### config.mk
export PLATFORM = sky130hd
export DESIGN_NAME = note_rom_arbiter
export DESIGN_NICKNAME = d
export VERILOG_FILES = /design/src/rtl/music_pkg.sv /design/src/rtl/note_tag_pipe.sv /design/src/rtl/note_rom_arbiter.sv
export SDC_FILE = /design/constraint.sdc
export NUM_CORES = 1
export LEC_CHECK = 0
export BUFFER_PORTS_ARGS = -buffer_cell sky130_fd_sc_hd__buf_2
export CORE_ASPECT_RATIO = 1.1
export CORE_MARGIN = 2
export CORE_UTILIZATION = 40
export CTS_CLUSTER_DIAMETER = 40
export DETAILED_ROUTE_END_ITERATION = 8
export MAX_ROUTING_LAYER = met4
export PLACE_DENSITY = 0.72
export SKIP_CTS_REPAIR_TIMING = 1
export SYNTH_ARGS = -nofsm -noshare
export SYNTH_HDL_FRONTEND = slang
export SYNTH_SLANG_ARGS = --single-unit
### constraint.sdc
create_clock -name sys_clk -period 3 [get_ports sys_clk]
set_clock_uncertainty 0.15 [all_clocks]
set_input_delay 0.15 -clock sys_clk [delete_from_list [all_inputs] [get_ports sys_clk]]
set_output_delay 0.15 -clock sys_clk [all_outputs]
set_load 0.05 [all_outputs]
### src/rtl/music_pkg.sv
// Shared encodings for the note PROM arbiter: FSM states and return-tag values.
package music_pkg;

    typedef enum logic {
        ST_ARB   = 1'b0,
        ST_BURST = 1'b1
    } arb_state_t;

    typedef enum logic [1:0] {
        TAG_NONE = 2'd0,
        TAG_LD   = 2'd1,
        TAG_KB   = 2'd2
    } tag_t;

endpackage

### src/rtl/note_tag_pipe.sv
// Owner-tag shift register that tracks each PROM read in flight, so the result
// can be steered to the requester that issued it.
module note_tag_pipe
    import music_pkg::*;
#(
    parameter int DEPTH = 2
) (
    input  logic       clk_i,
    input  logic       rst_i,
    input  logic [1:0] tag_i,
    output logic [1:0] tag_o,
    output logic       busy_o
);

    logic [1:0] stage_q [DEPTH];

    always_ff @(posedge clk_i or posedge rst_i) begin
        if (rst_i) begin
            for (int i = 0; i < DEPTH; i++) begin
                stage_q[i] <= TAG_NONE;
            end
        end else begin
            stage_q[0] <= tag_i;
            for (int i = 1; i < DEPTH; i++) begin
                stage_q[i] <= stage_q[i-1];
            end
        end
    end

    assign tag_o = stage_q[DEPTH-1];

    always_comb begin
        busy_o = 1'b0;
        for (int i = 0; i < DEPTH; i++) begin
            if (stage_q[i] != TAG_NONE) begin
                busy_o = 1'b1;
            end
        end
    end

endmodule

### src/rtl/note_rom_arbiter.sv
// Shares the single-port note PROM between the song loader (LD) and keyboard (KB):
// round-robin arbitration, loader burst lock with a starvation bound, tagged return.
module note_rom_arbiter
    import music_pkg::*;
#(
    parameter int ADDR_W    = 7,
    parameter int DATA_W    = 16,
    parameter int RD_LAT    = 1,
    parameter int MAX_BURST = 16
) (
    input  logic              sys_clk,
    input  logic              sys_rst,
    input  logic              ld_req,
    input  logic              ld_lock,
    input  logic [ADDR_W-1:0] ld_addr,
    output logic              ld_gnt,
    output logic              ld_valid,
    output logic [DATA_W-1:0] ld_data,
    input  logic              kb_req,
    input  logic [ADDR_W-1:0] kb_addr,
    output logic              kb_gnt,
    output logic              kb_valid,
    output logic [DATA_W-1:0] kb_data,
    output logic              rom_ce,
    output logic [ADDR_W-1:0] rom_ad,
    input  logic [DATA_W-1:0] rom_dout,
    output logic              busy
);

    localparam logic [7:0] MAX_CNT = 8'(MAX_BURST);

    arb_state_t        state_q, state_d;
    logic              rr_kb_q;
    logic [7:0]        cnt_q, cnt_d;
    logic              gnt_ld, gnt_kb;
    logic [1:0]        tag_in, tag_out;
    logic              pipe_busy;
    logic [ADDR_W-1:0] rom_ad_q;
    logic              rom_ce_q;
    logic              ld_valid_q, kb_valid_q;
    logic [DATA_W-1:0] ld_data_q, kb_data_q;

    // The burst rules only apply while the lock is still held; a dropped lock
    // falls straight through to plain round-robin in the same cycle.
    always_comb begin
        gnt_ld  = 1'b0;
        gnt_kb  = 1'b0;
        state_d = state_q;
        cnt_d   = cnt_q;
        if (state_q == ST_BURST && ld_lock) begin
            if (ld_req) begin
                if (cnt_q == MAX_CNT && kb_req) begin
                    gnt_kb = 1'b1;
                    cnt_d  = 8'd0;
                end else begin
                    gnt_ld = 1'b1;
                    if (cnt_q != MAX_CNT) begin
                        cnt_d = cnt_q + 8'd1;
                    end
                end
            end else if (kb_req) begin
                gnt_kb = 1'b1;
            end
        end else begin
            state_d = ST_ARB;
            cnt_d   = 8'd0;
            if (ld_req && (!kb_req || !rr_kb_q)) begin
                gnt_ld = 1'b1;
            end else if (kb_req) begin
                gnt_kb = 1'b1;
            end
            if (gnt_ld && ld_lock) begin
                state_d = ST_BURST;
                cnt_d   = 8'd1;
            end
        end
    end

    assign tag_in = gnt_ld ? TAG_LD : (gnt_kb ? TAG_KB : TAG_NONE);

    note_tag_pipe #(
        .DEPTH (RD_LAT + 1)
    ) u_tag_pipe (
        .clk_i  (sys_clk),
        .rst_i  (sys_rst),
        .tag_i  (tag_in),
        .tag_o  (tag_out),
        .busy_o (pipe_busy)
    );

    always_ff @(posedge sys_clk or posedge sys_rst) begin
        if (sys_rst) begin
            state_q    <= ST_ARB;
            rr_kb_q    <= 1'b0;
            cnt_q      <= 8'd0;
            rom_ad_q   <= '0;
            rom_ce_q   <= 1'b0;
            ld_valid_q <= 1'b0;
            kb_valid_q <= 1'b0;
            ld_data_q  <= '0;
            kb_data_q  <= '0;
        end else begin
            state_q  <= state_d;
            cnt_q    <= cnt_d;
            rom_ce_q <= gnt_ld | gnt_kb;
            if (gnt_ld) begin
                rr_kb_q  <= 1'b1;
                rom_ad_q <= ld_addr;
            end else if (gnt_kb) begin
                rr_kb_q  <= 1'b0;
                rom_ad_q <= kb_addr;
            end
            ld_valid_q <= (tag_out == TAG_LD);
            kb_valid_q <= (tag_out == TAG_KB);
            if (tag_out == TAG_LD) begin
                ld_data_q <= rom_dout;
            end
            if (tag_out == TAG_KB) begin
                kb_data_q <= rom_dout;
            end
        end
    end

    // Grants are combinational, so they are masked while reset is asserted.
    assign ld_gnt   = gnt_ld & ~sys_rst;
    assign kb_gnt   = gnt_kb & ~sys_rst;
    assign busy     = ld_gnt | kb_gnt | pipe_busy;
    assign rom_ce   = rom_ce_q;
    assign rom_ad   = rom_ad_q;
    assign ld_valid = ld_valid_q;
    assign kb_valid = kb_valid_q;
    assign ld_data  = ld_data_q;
    assign kb_data  = kb_data_q;

endmodule

==> results.md, run 1 <==
Floorplanning:
- The core box area is 0.00619 sq mm.
- The chip height is 87.9 um.
- The initial utilization of the core area, before any placement, comes to 0.414.
- The total die area is 0.00706 sq mm.
- The I/O pin count is 80.
- The die is 80.3 um wide.
- In this run the core area contains 30 standard-cell rows.

Global route:
- Entering global routing, the biggest net connects 57 pins.
- In the global route stage, overall resource usage came out at 0.146.
- The number of global-route vias before repair is 1734.
- The initial antenna violation count is 0.
- The global-route wire length before repair is 7910 um.
- For this run the aggregate overflow at the end of global routing stands at 0.

Timing:
- Dividing the final minimum period by the clock period gives 0.801.
- The number of failing hold endpoints at the final stage came to 0.
- Setup repair after global routing left no endpoint under its margin.
- For the pin with the worst max-slew slack, the measured transition is 0.900 ns.
- The final critical delay including setup and external delays is 2.40 ns.
- The sum of negative setup slack is 0 ns.
- The count of final max-slew check failures came to 0.
- Static timing analysis puts the maximum clock frequency at 416 MHz.
- Headroom to the max-slew limit came out at 0.400.
- The total setup violations reported at the end of the flow is 0.

Worst setup path:
- The data arrival time of the worst path is 2.10 ns.
- The endpoint type of the worst setup path is an output pin.
- Of all nets on the critical path, the largest fanout is 10.
- The element type at the critical path start is a register.
- By startpoint and endpoint, the worst setup path is classified as register to output pin.
- At the worst endpoint, the required time is 2.70 ns.

Clock network:
- The CTS tree is done.
- Clock tree synthesis found a total of 56 sinks.
- Clock tree synthesis inserted a total of 5 buffers.
- The clock passes through at most 2 buffers.
- The clock reaches the later pin of the worst-skew pair after 0.30 ns.
- The clock-pin slew on the worst setup and hold paths is 0.09 ns.
- The H-tree depth is 2.
- The buffer cell driving the clock tree root is sky130_fd_sc_hd__clkbuf_8.

Synth:
- The fraction of registers with async set/reset is 1.00.
- The synthesized design spends more area on one cell type than any other, namely sky130_fd_sc_hd__dfrtp_1.
- Of the synthesized area, sequential elements account for 0.547.
- Counting instances in the post-synthesis netlist gives the leading cell types as sky130_fd_sc_hd__dfrtp_1 (56), sky130_fd_sc_hd__mux2_1 (18), sky130_fd_sc_hd__mux2_2 (14), sky130_fd_sc_hd__inv_1 (13), sky130_fd_sc_hd__a21oi_1 (12).
- The distinct cell type count after synthesis is 44.
- The flip-flop cell with the highest count after synthesis is sky130_fd_sc_hd__dfrtp_1.
- The average footprint of a synthesized cell is 12.4 sq um.
- In the synthesized netlist, the number of instances is 206.
- The net count of the mapped netlist is 243.
- During synthesis, Yosys emitted a total of 0 warnings.
- In the post-synthesis netlist, the cell with the most instances is sky130_fd_sc_hd__dfrtp_1.
- By area the synthesized netlist is led by sky130_fd_sc_hd__dfrtp_1 (55%), sky130_fd_sc_hd__mux2_1 (7.9%), sky130_fd_sc_hd__mux2_2 (6.2%).
- The number of synthesized flops with an enable pin is 0.
- The area fraction of the dominant cell type after synthesis is 0.547.
- The post-synthesis instance area is 0.00256 sq mm.
- Synthesis inferred 56 register bits.

Routing:
- The detailed router placed 1947 vias in this run.
- Dividing the detail-routed wire length by the instance count gives 13.5 um.
- In this run the remaining antenna-violating nets after routing total 0.
- The via density per instance is 5.02.
- The total length of routed wires is 5230 um.
- In the routed design, unresolved DRC markers number 0.
- The initial detailed-routing violation count is 63.
- Before antenna repair, the detailed router went through 4 iterations.

Status:
- The run finished with clean final reports.

Finish:
- The area added between synthesis and finish is 31.4%.
- The layout has 548 filler cells.
- Once layout is complete, the utilization of the core stands at 0.544.
- The final layout net count is 346.
- The count of inserted antenna diode cells is 0.
- In the final layout, the share of cells above drive strength 1 is 0.393.

Flow run:
- The number of max-cap violations is 0.

Place:
- The detailed-placement wirelength estimate is 3470 um.
- At the end of routability-driven placement, the weighted congestion stood at 0.781.
- The quantity of I/O buffers inserted on ports is 79.

Worst hold path:
- The kind of path behind the tightest hold check is input pin to register.

Power and ir drop:
- The power density over cell area is 643 mW/mm^2.
- The worst-case IR drop observed on VDD is 0.324 mV.
- In this run the static leakage power is 1.52 nW.
## critical path, cell delays in order, from the launching register on
cell and delay, ns:
sky130_fd_sc_hd__dfrtp_1 0.43, sky130_fd_sc_hd__inv_1 0.12, sky130_fd_sc_hd__ha_1 0.17, sky130_fd_sc_hd__nor4bb_1 0.27, sky130_fd_sc_hd__buf_4 0.22, sky130_fd_sc_hd__a311o_1 0.19
sky130_fd_sc_hd__and3_1 0.15, sky130_fd_sc_hd__buf_2 0.26
## registers in the layout, summed over array words and instances, names as in the netlist, 2 cells and up
signal,cells
kb_data,16
ld_data,16
cnt_q,8
rom_ad,7
u_tag_pipe.stage_q,2
u_tag_pipe.tag_o,2
## per-stage QoR
step | hold slack, ns | instance area, sq um | worst slack, ns | power (W) | instances
2_1_floorplan | 0.122 | 2560 | 0.356 | 0.00152 | 206
3_3_place_gp | 0.207 | 3020 | 0.967 | 0.00169 | 357
3_5_place_dp | 0.215 | 3020 | 0.939 | 0.00170 | 357
4_1_cts | -0.0886 | 3120 | 0.591 | 0.00217 | 363
5_1_grt | 0.174 | 3370 | 0.410 | 0.00226 | 388
6_report | 0.164 | 3370 | 0.597 | 0.00216 | 388
## path summary, 6_finish.rpt
path	from	end	slack (ns)	cells past startpoint
setup / recovery	cnt_q[0]	kb_gnt	0.60	7
hold / removal	ld_addr[0]	rom_ad[0]	0.16	4
setup reg to reg	cnt_q[0]	rom_ad[5]	0.94	7
hold reg to reg	u_tag_pipe.stage_q[2]	u_tag_pipe.tag_o[0]	0.24	0
max in group asynchronous	sys_rst	cnt_q[5]	1.75	4
min in group asynchronous	sys_rst	rom_ad[6]	0.47	4
## metal layers
layer / GRT usage / share of wire
met1: 0.180 / 0.44
met2: 0.242 / 0.49
met3: 0.0299 / 0.063
met4: 0.0462 / 0.0086
met5: - / 0
## layout make-up
type                       count  area [sq um]  share of cell area
inverter                      13          48.8              0.0145
timing repair buffer         108           676               0.201
tap                           80           100              0.0297
clock inverter                 1          30.0             0.00892
clock buffer                   5          68.8              0.0204
sequential                    56          1400               0.416
multi-input combinational    125          1040               0.310
## layout by cell type, fill, tap and decap left out, types with 2 or more instances in the layout
cell / synthesis / routed
sky130_fd_sc_hd__dlygate4sd3_1: 0 / 25
sky130_fd_sc_hd__or2_2: 7 / 7
sky130_fd_sc_hd__buf_2: 4 / 79
sky130_fd_sc_hd__nand2_1: 6 / 6
sky130_fd_sc_hd__clkbuf_8: 0 / 5
sky130_fd_sc_hd__a311oi_1: 7 / 7
sky130_fd_sc_hd__nand2b_1: 8 / 8
sky130_fd_sc_hd__a21oi_1: 12 / 12
sky130_fd_sc_hd__o21ai_1: 3 / 3
sky130_fd_sc_hd__mux2_1: 18 / 18
sky130_fd_sc_hd__o21ai_0: 4 / 4
sky130_fd_sc_hd__or3_1: 3 / 3
sky130_fd_sc_hd__mux2_2: 14 / 14
sky130_fd_sc_hd__and2_1: 2 / 2
sky130_fd_sc_hd__inv_1: 13 / 12
sky130_fd_sc_hd__nor2_1: 3 / 3
sky130_fd_sc_hd__nand3_1: 3 / 3
sky130_fd_sc_hd__dfrtp_1: 56 / 56
sky130_fd_sc_hd__nand4_1: 3 / 3
sky130_fd_sc_hd__buf_4: 0 / 4
sky130_fd_sc_hd__ha_1: 2 / 2
sky130_fd_sc_hd__a311oi_2: 7 / 7
## cell families (layout without fill, tap and decap cells)
logic type,after synthesis,in the layout,synth area share
and+or+nand+nor,44,44,0.107
AOI/OAI and AO/OA,45,45,0.141
buffers and inverters,25,127,0.0474
xor gates and xnor gates,1,1,0.00342
DFF,56,56,0.547
adders and majority gates,2,2,0.00976
muxes,33,33,0.145
## where the power goes
| group | switching [W] | internal (W) | total (W) |
|---|---|---|---|
| logic | 0.000559 | 0.000219 | 0.000778 |
| registers | 0.0000529 | 0.000871 | 0.000924 |
| clock network | 0.000223 | 0.000240 | 0.000463 |
| total | 0.000835 | 0.00133 | 0.00216 |
Note: power is estimated with default switching activity, not from simulation.
==> run 2, diff against run 1 <==
==> constraint.sdc (replaced) <==
create_clock -name sys_clk -period 2.23 [get_ports sys_clk]
set_clock_uncertainty 0.15 [all_clocks]
set_input_delay 0.1115 -clock sys_clk [delete_from_list [all_inputs] [get_ports sys_clk]]
set_output_delay 0.1115 -clock sys_clk [all_outputs]
set_load 0.05 [all_outputs]
==> run 2 against run 1 <==
Effect of this change:
- hold slack got worse by 0.079 ns
- clock power increased by 13%
- non-clock buffer count increased by 6
- final cell count increased by 1.8%
- combinational power increased by 36%
- first-iteration DRC count increased by 38%
- worst setup slack got worse by 0.51 ns
- global-route usage increased by 1.2 points
- power increased by 31%
- routed wire length increased by 11%
- die area unchanged
==> results.md, run 2 (synthesis gave the netlist of run 1 again) <==
Place:
- The detailed-placement wirelength estimate is 3750 um.
- The total instance count after detailed placement is 359.
- Input and output buffers added on the ports amount to 79.
- The global placer's final weighted congestion is 0.758.

Finish:
- The commonest non-fill, non-tap cell in the layout is sky130_fd_sc_hd__buf_2.
- The top cell types in the final layout, fill and taps aside, are sky130_fd_sc_hd__buf_2 (77), sky130_fd_sc_hd__dfrtp_1 (56), sky130_fd_sc_hd__dlygate4sd3_1 (25), sky130_fd_sc_hd__mux2_1 (18), sky130_fd_sc_hd__mux2_2 (14).
- The number of non-filler instances in the completed layout is 395.
- The final layout net count is 352.
- Relative to the synthesized area, the layout overhead comes to 33.7%.
- The count of inserted antenna diode cells is 0.
- The fraction of layout instances using a drive strength above 1 is 0.413.

Timing:
- The total setup violations reported at the end of the flow is 0.
- The number of failing hold endpoints at the final stage is 0.
- In the finished design, the share of the clock period the worst path needs comes to 0.960.
- The worst max-slew margin expressed relative to the limit is 0.538.
- Counting I/O delays and the setup requirement, the final critical path takes 2.14 ns.
- The actual transition at the worst max-transition pin is 0.692 ns.
- The count of final max-slew check failures is 0.
- The peak clock frequency supported by timing is 467 MHz.
- The sum of negative setup slack is 0 ns.

Routing:
- The first-pass detailed-route iteration total is 4.
- Once detail routing completed, the nets flagged for antenna violations numbered 0.
- The initial detailed-routing violation count is 87.
- Dividing the detail-routed via count by the number of cells gives 5.09.
- The routed layout has 2012 vias.
- Dividing the detail-routed wire length by the instance count gives 14.7 um.
- The total DRC errors in the routed layout is 0.
- The total length of routed wires is 5810 um.

Worst setup path:
- The cell repeated most along the worst path is sky130_fd_sc_hd__buf_6.
- The family of cells with the greatest summed delay on the critical path is buffers and inverters.
- The worst register-to-register path begins at cnt_q[0].
- In this design, the stage delay of the slowest critical-path cell is 0.38 ns.
- The signal on the critical path passes through inv_1, ha_2, nor4bb_4, buf_6, a31o_1, a211oi_2, buf_6.
- Tracing the worst setup path back leads to its startpoint at cnt_q[0].
- The number of buffers and inverters on the critical path is 3.
- The worst setup path endpoint is ld_gnt.
- The critical path depth is 7.
- The worst reg2reg path depth is 6.
- The endpoint identified for the worst register-to-register timing path is rom_ad[6].
- STA classifies the critical path endpoint as an output pin.
- The path type of the worst setup path is register to output pin.
- The largest driver fanout on the critical path is 9.
- The slowest stage cell on the critical path is sky130_fd_sc_hd__dfrtp_1.
- Data arrives at the worst endpoint at 1.88 ns.
- For flop-to-flop paths, the worst setup slack is 0.38 ns.
- The critical path data required time is 1.97 ns.
- STA classifies the critical path startpoint as a register.

Floorplanning:
- The die span in x is 80.3 um.
- For this configuration, the core starts out at a cell density of 0.414.
- The total die area is 0.00706 sq mm.
- For this design the top-level I/O count stands at 80.
- The core box area is 0.00619 sq mm.
- The die is 87.9 um tall.
- The number of rows created at floorplan is 30.

Clock network:
- At the later pin of the worst-skew pair, clock insertion delay measures 0.31 ns.
- The total clock buffers created by CTS is 5.
- The CTS tree is done.
- The clock passes through at most 2 buffers.
- The H-tree depth is 2.
- The clock sink count is 56.
- The clock-pin slew on the worst setup and hold paths is 0.10 ns.
- The tree is rooted in a sky130_fd_sc_hd__clkbuf_8.

Global route:
- The pin count of the biggest net entering global routing is 38.
- The number of global-route vias before repair was 1897.
- Across every metal layer, demand over resource in global routing totals 0.158.
- The initial antenna violation count is 0.
- For this run the aggregate overflow at the end of global routing stands at 0.
- The global-route wire length before repair is 8560 um.

Worst hold path:
- The kind of path behind the tightest hold check is input pin to register.

Power and ir drop:
- Overall power consumption after layout is estimated at 0.00283 W.
- The leakage power total is 1.55 nW.
- The power density over cell area is 827 mW/mm^2.
- VDD sags by at most 0.467 mV.

Status:
- The run finished with clean final reports.

Flow run:
- The tool flagged a number of max-cap violations equal to 0.
## run 2: changes by cell type in the layout (fill, tap and decap cells not counted), sizes merged
cell / before / now
clkinv: 0 / 1
buf: 83 / 89
clkbuf: 5 / 6
bufinv: 1 / 0
## run 2: worst register-to-register path: stages, from the launching register on
cell and delay, ns:
sky130_fd_sc_hd__dfrtp_1 0.38, sky130_fd_sc_hd__inv_1 0.09, sky130_fd_sc_hd__ha_2 0.20, sky130_fd_sc_hd__nor4bb_4 0.16, sky130_fd_sc_hd__a311o_1 0.33, sky130_fd_sc_hd__buf_4 0.19
sky130_fd_sc_hd__a311oi_2 0.27
## run 2: worst min path at each step
stage	startpoint	slack, ns	cells past startpoint	endpoint
after global placement	sys_rst	0.03	2	rom_ad[0]
after global routing	ld_lock	0.09	3	cnt_q[7]
after floorplan	ld_lock	0.08	1	state_q
after CTS	sys_rst	-0.32	2	rom_ad[0]
after detailed placement	sys_rst	0.03	2	rom_ad[0]
final	ld_lock	0.09	3	cnt_q[2]
## run 2: final cells by class
cell class                 instances  area (sq um)
timing repair buffer             114           733
inverter                          13          48.8
multi-input combinational        125          1060
sequential                        56          1400
tap                               80           100
fill                             530          2770
clock inverter                     1          5.00
clock buffer                       6          72.6
## run 2: metal layers
metal  wire length (um)  part of all wire  vias to the layer above  global-route usage
li1                   -                 -                      963                   -
met1               2490              0.43                      966               0.194
met2               3000              0.52                       79               0.275
met3                281             0.048                        4              0.0299
met4                 44            0.0076                        0              0.0277
met5                  0                 0                        -                   -
## run 2: per-stage QoR
step           setup slack [ns]   util  hold WS, ns  instance area (sq um)
3_5_place_dp              0.197  0.491       0.0272                   3040
2_1_floorplan            0.0404      -       0.0836                   2570
3_3_place_gp              0.227  0.491       0.0270                   3040
6_report                 0.0897  0.553       0.0855                   3430
4_1_cts                  -0.150  0.503       -0.318                   3120
5_1_grt                -0.00844  0.553       0.0908                   3430
## run 2: power by group
group          internal, W  total (W)  leakage (nW)  switching [W]
Clock             0.000215   0.000522        0.0410       0.000307
Sequential         0.00117    0.00125         0.674      0.0000739
Combinational     0.000302    0.00106         0.833       0.000762
Total              0.00169    0.00283          1.55        0.00114
==> run 3, diff against run 2 <==
--- a/config.mk
+++ b/config.mk
@@ -8,11 +8,11 @@
 export BUFFER_PORTS_ARGS = -buffer_cell sky130_fd_sc_hd__buf_2
 export CORE_ASPECT_RATIO = 1.1
 export CORE_MARGIN = 2
-export CORE_UTILIZATION = 40
+export CORE_UTILIZATION = 50
 export CTS_CLUSTER_DIAMETER = 40
 export DETAILED_ROUTE_END_ITERATION = 8
 export MAX_ROUTING_LAYER = met4
-export PLACE_DENSITY = 0.72
+export PLACE_DENSITY = 0.85
 export SKIP_CTS_REPAIR_TIMING = 1
 export SYNTH_ARGS = -nofsm -noshare
 export SYNTH_HDL_FRONTEND = slang
==> run 3 against run 2 <==
Effect of this change:
- sequential share of layout area increased by 0.23 points
- global-route usage up 3.4 points
- critical path depth fell by 1
- via count grew 1.7%
- final cell count is 5.3% lower
- routed wire length is 0.93% higher
- cell area shrank 0.47%
- worst setup slack better by 0.022 ns
- sequential power barely moved
- critical endpoint is now kb_gnt
- highest routed layer unchanged
==> results.md, run 3 (synthesis gave the netlist of run 1 again) <==
Worst setup path:
- Among cell families on the critical path, the largest total delay comes from flip-flops.
- STA classifies the critical path startpoint as a register.
- Data arrives at the worst endpoint at 1.86 ns.
- Walking the worst path, the cells encountered are inv_2, ha_1, nor4bb_4, a311o_1, and3_1, clkbuf_4.
- The slowest stage cell on the critical path is sky130_fd_sc_hd__dfrtp_2.
- For the worst setup path, the data required time is 1.97 ns.
- The worst setup path is captured at an output pin.
- The worst reg2reg path depth is 6.
- Of all nets on the critical path, the largest fanout is 5.
- The critical path depth is 6.
- For this run, the slowest stage of the critical path takes 0.45 ns.
- Counting both buffers and inverters, the worst setup path holds a total of 2.
- The path type of the worst setup path is register to output pin.

Clock network:
- The CTS tree is done.
- Clock tree synthesis found a total of 56 sinks.
- The buffer cell driving the clock tree root is sky130_fd_sc_hd__clkbuf_8.
- The later pin in the worst-skew pair is clocked with a latency of 0.31 ns.
- The total clock buffers created by CTS is 5.
- Clock-pin slew was measured on the worst setup and hold paths at 0.10 ns.
- The H-tree depth is 2.
- The maximum count of clock buffers along a single path is 2.

Global route:
- Summed over all layers, the global routing overflow is 0.
- The first global-routing pass estimated 8360 um of wire.
- The number of global-route vias before repair is 1849.
- The total global routing track utilization is 0.192.
- The initial antenna violation count came to 0.
- Entering global routing, the biggest net connects 57 pins.

Timing:
- The count of final max-slew check failures is 0.
- Hold timing on the final database bottoms out at a slack of 0.123 ns.
- The worst path in the final design needs a cycle of 2.12 ns, including I/O delays and setup.
- For the pin with the worst max-slew slack, the measured transition is 0.695 ns.
- The number of failing hold endpoints at the final stage is 0.
- Setup violations remaining at the end of the flow were counted as 0.
- The worst max-slew margin expressed relative to the limit is 0.537.
- The fraction of the cycle the final worst path needs is 0.950.
- Static timing analysis puts the maximum clock frequency at 472 MHz.

Finish:
- In the layout the commonest cells are sky130_fd_sc_hd__buf_2 (77), sky130_fd_sc_hd__dfrtp_1 (55), sky130_fd_sc_hd__dlygate4sd3_1 (25), sky130_fd_sc_hd__mux2_1 (18), sky130_fd_sc_hd__mux2_2 (14).
- The final core utilization is 0.687.
- The fraction of layout instances using a drive strength above 1 is 0.421.
- The library cell used most frequently in the layout, excluding fill and tap cells, is sky130_fd_sc_hd__buf_2.
- The final layout net count is 352.
- For this run, the number of standard cells in the final layout without fillers is 374.
- The count of inserted antenna diode cells is 0.
- Relative to the synthesized area, the layout overhead comes to 33.1%.
- The post-route cell area is 0.00341 sq mm.

Power and ir drop:
- The final total power is 0.00287 W.
- The fraction of power consumed by sequential logic is 0.436.
- Of the total power, the share spent switching nets is 0.408.
- The clock network fraction of total power is 0.190.
- The fraction of power consumed by combinational cells is 0.374.
- The leakage power total is 1.55 nW.
- The internal portion of the total power is 0.00170 W.
- The analysis attributes to net switching a power of 0.00117 W.
- The peak supply drop is 0.368 mV.
- Dividing total power by cell area gives a power density of 842 mW/mm^2.

Place:
- The detailed-placement wirelength estimate is 3620 um.
- Routability-driven placement finished with a final weighted congestion of 0.795.
- In this run the cell area measured after placement is 0.00302 sq mm.
- The quantity of I/O buffers inserted on ports is 79.
- The total instance count after detailed placement is 338.

Routing:
- The total length of routed wires is 5870 um.
- The first-pass detailed-route iteration total is 4.
- The total DRC errors in the routed layout is 0.
- The first routing iteration left 65 violations.
- The routed layout has 2047 vias.
- The via density per instance is 5.47.
- Once detail routing completed, the nets flagged for antenna violations numbered 0.
- Dividing the detail-routed wire length by the instance count gives 15.7 um.

Worst hold path:
- The number of instances on the worst hold path is 2.
- The kind of path behind the tightest hold check is input pin to register.

Floorplanning:
- The number of rows created at floorplan is 27.
- The core box area is 0.00497 sq mm.
- The chip height is 79.1 um.
- The total die area is 0.00571 sq mm.
- The die span in x is 72.3 um.
- For this design the top-level I/O count stands at 80.
- The initial utilization of the core area, before any placement, comes to 0.516.

Status:
- The flow ran to the end, and the final reports show no timing, DRC or antenna violations.

Flow run:
- The number of max-cap violations is 0.
## run 3: final cells by class
| cell class | count | area, sq um |
|---|---|---|
| inverter | 13 | 48.8 |
| clock inverter | 2 | 16.3 |
| clock buffer | 6 | 72.6 |
| sequential | 56 | 1400 |
| multi-input combinational | 125 | 1060 |
| fill | 343 | 1560 |
| tap | 58 | 72.6 |
| timing repair buffer | 114 | 733 |
## run 3: power by group through the flow
stage | Clock, W | Sequential (W) | Combinational [W]
2_1_floorplan | 0 | 0.00179 | 0.000252
3_3_place_gp | 0 | 0.00126 | 0.00101
3_5_place_dp | 0 | 0.00127 | 0.00102
4_1_cts | 0.000564 | 0.00125 | 0.00102
5_1_grt | 0.000605 | 0.00127 | 0.00113
6_report | 0.000545 | 0.00125 | 0.00107
## run 3: worst paths after layout
path / end / slack (ns) / start
max: kb_gnt / 0.11 / cnt_q[1]
min: rr_kb_q / 0.12 / kb_req
max reg2reg: rom_ad[5] / 0.43 / cnt_q[0]
min reg2reg: u_tag_pipe.tag_o[1] / 0.23 / u_tag_pipe.stage_q[3]
max in group asynchronous: cnt_q[1] / 0.99 / sys_rst
min in group asynchronous: rom_ad[1] / 0.42 / sys_rst
## run 3: layer usage
metal	wire, um	global-route usage
met3	347	0.0393
met5	0	-
met1	2400	0.235
met2	3020	0.312
met4	101	0.0717
## run 3: stage by stage
step,TNS (ns),setup WS (ns)
6_report,0,0.111
5_1_grt,-0.00407,-0.00407
4_1_cts,-0.360,-0.208
3_5_place_dp,0,0.147
3_3_place_gp,0,0.192
2_1_floorplan,0,0.0404
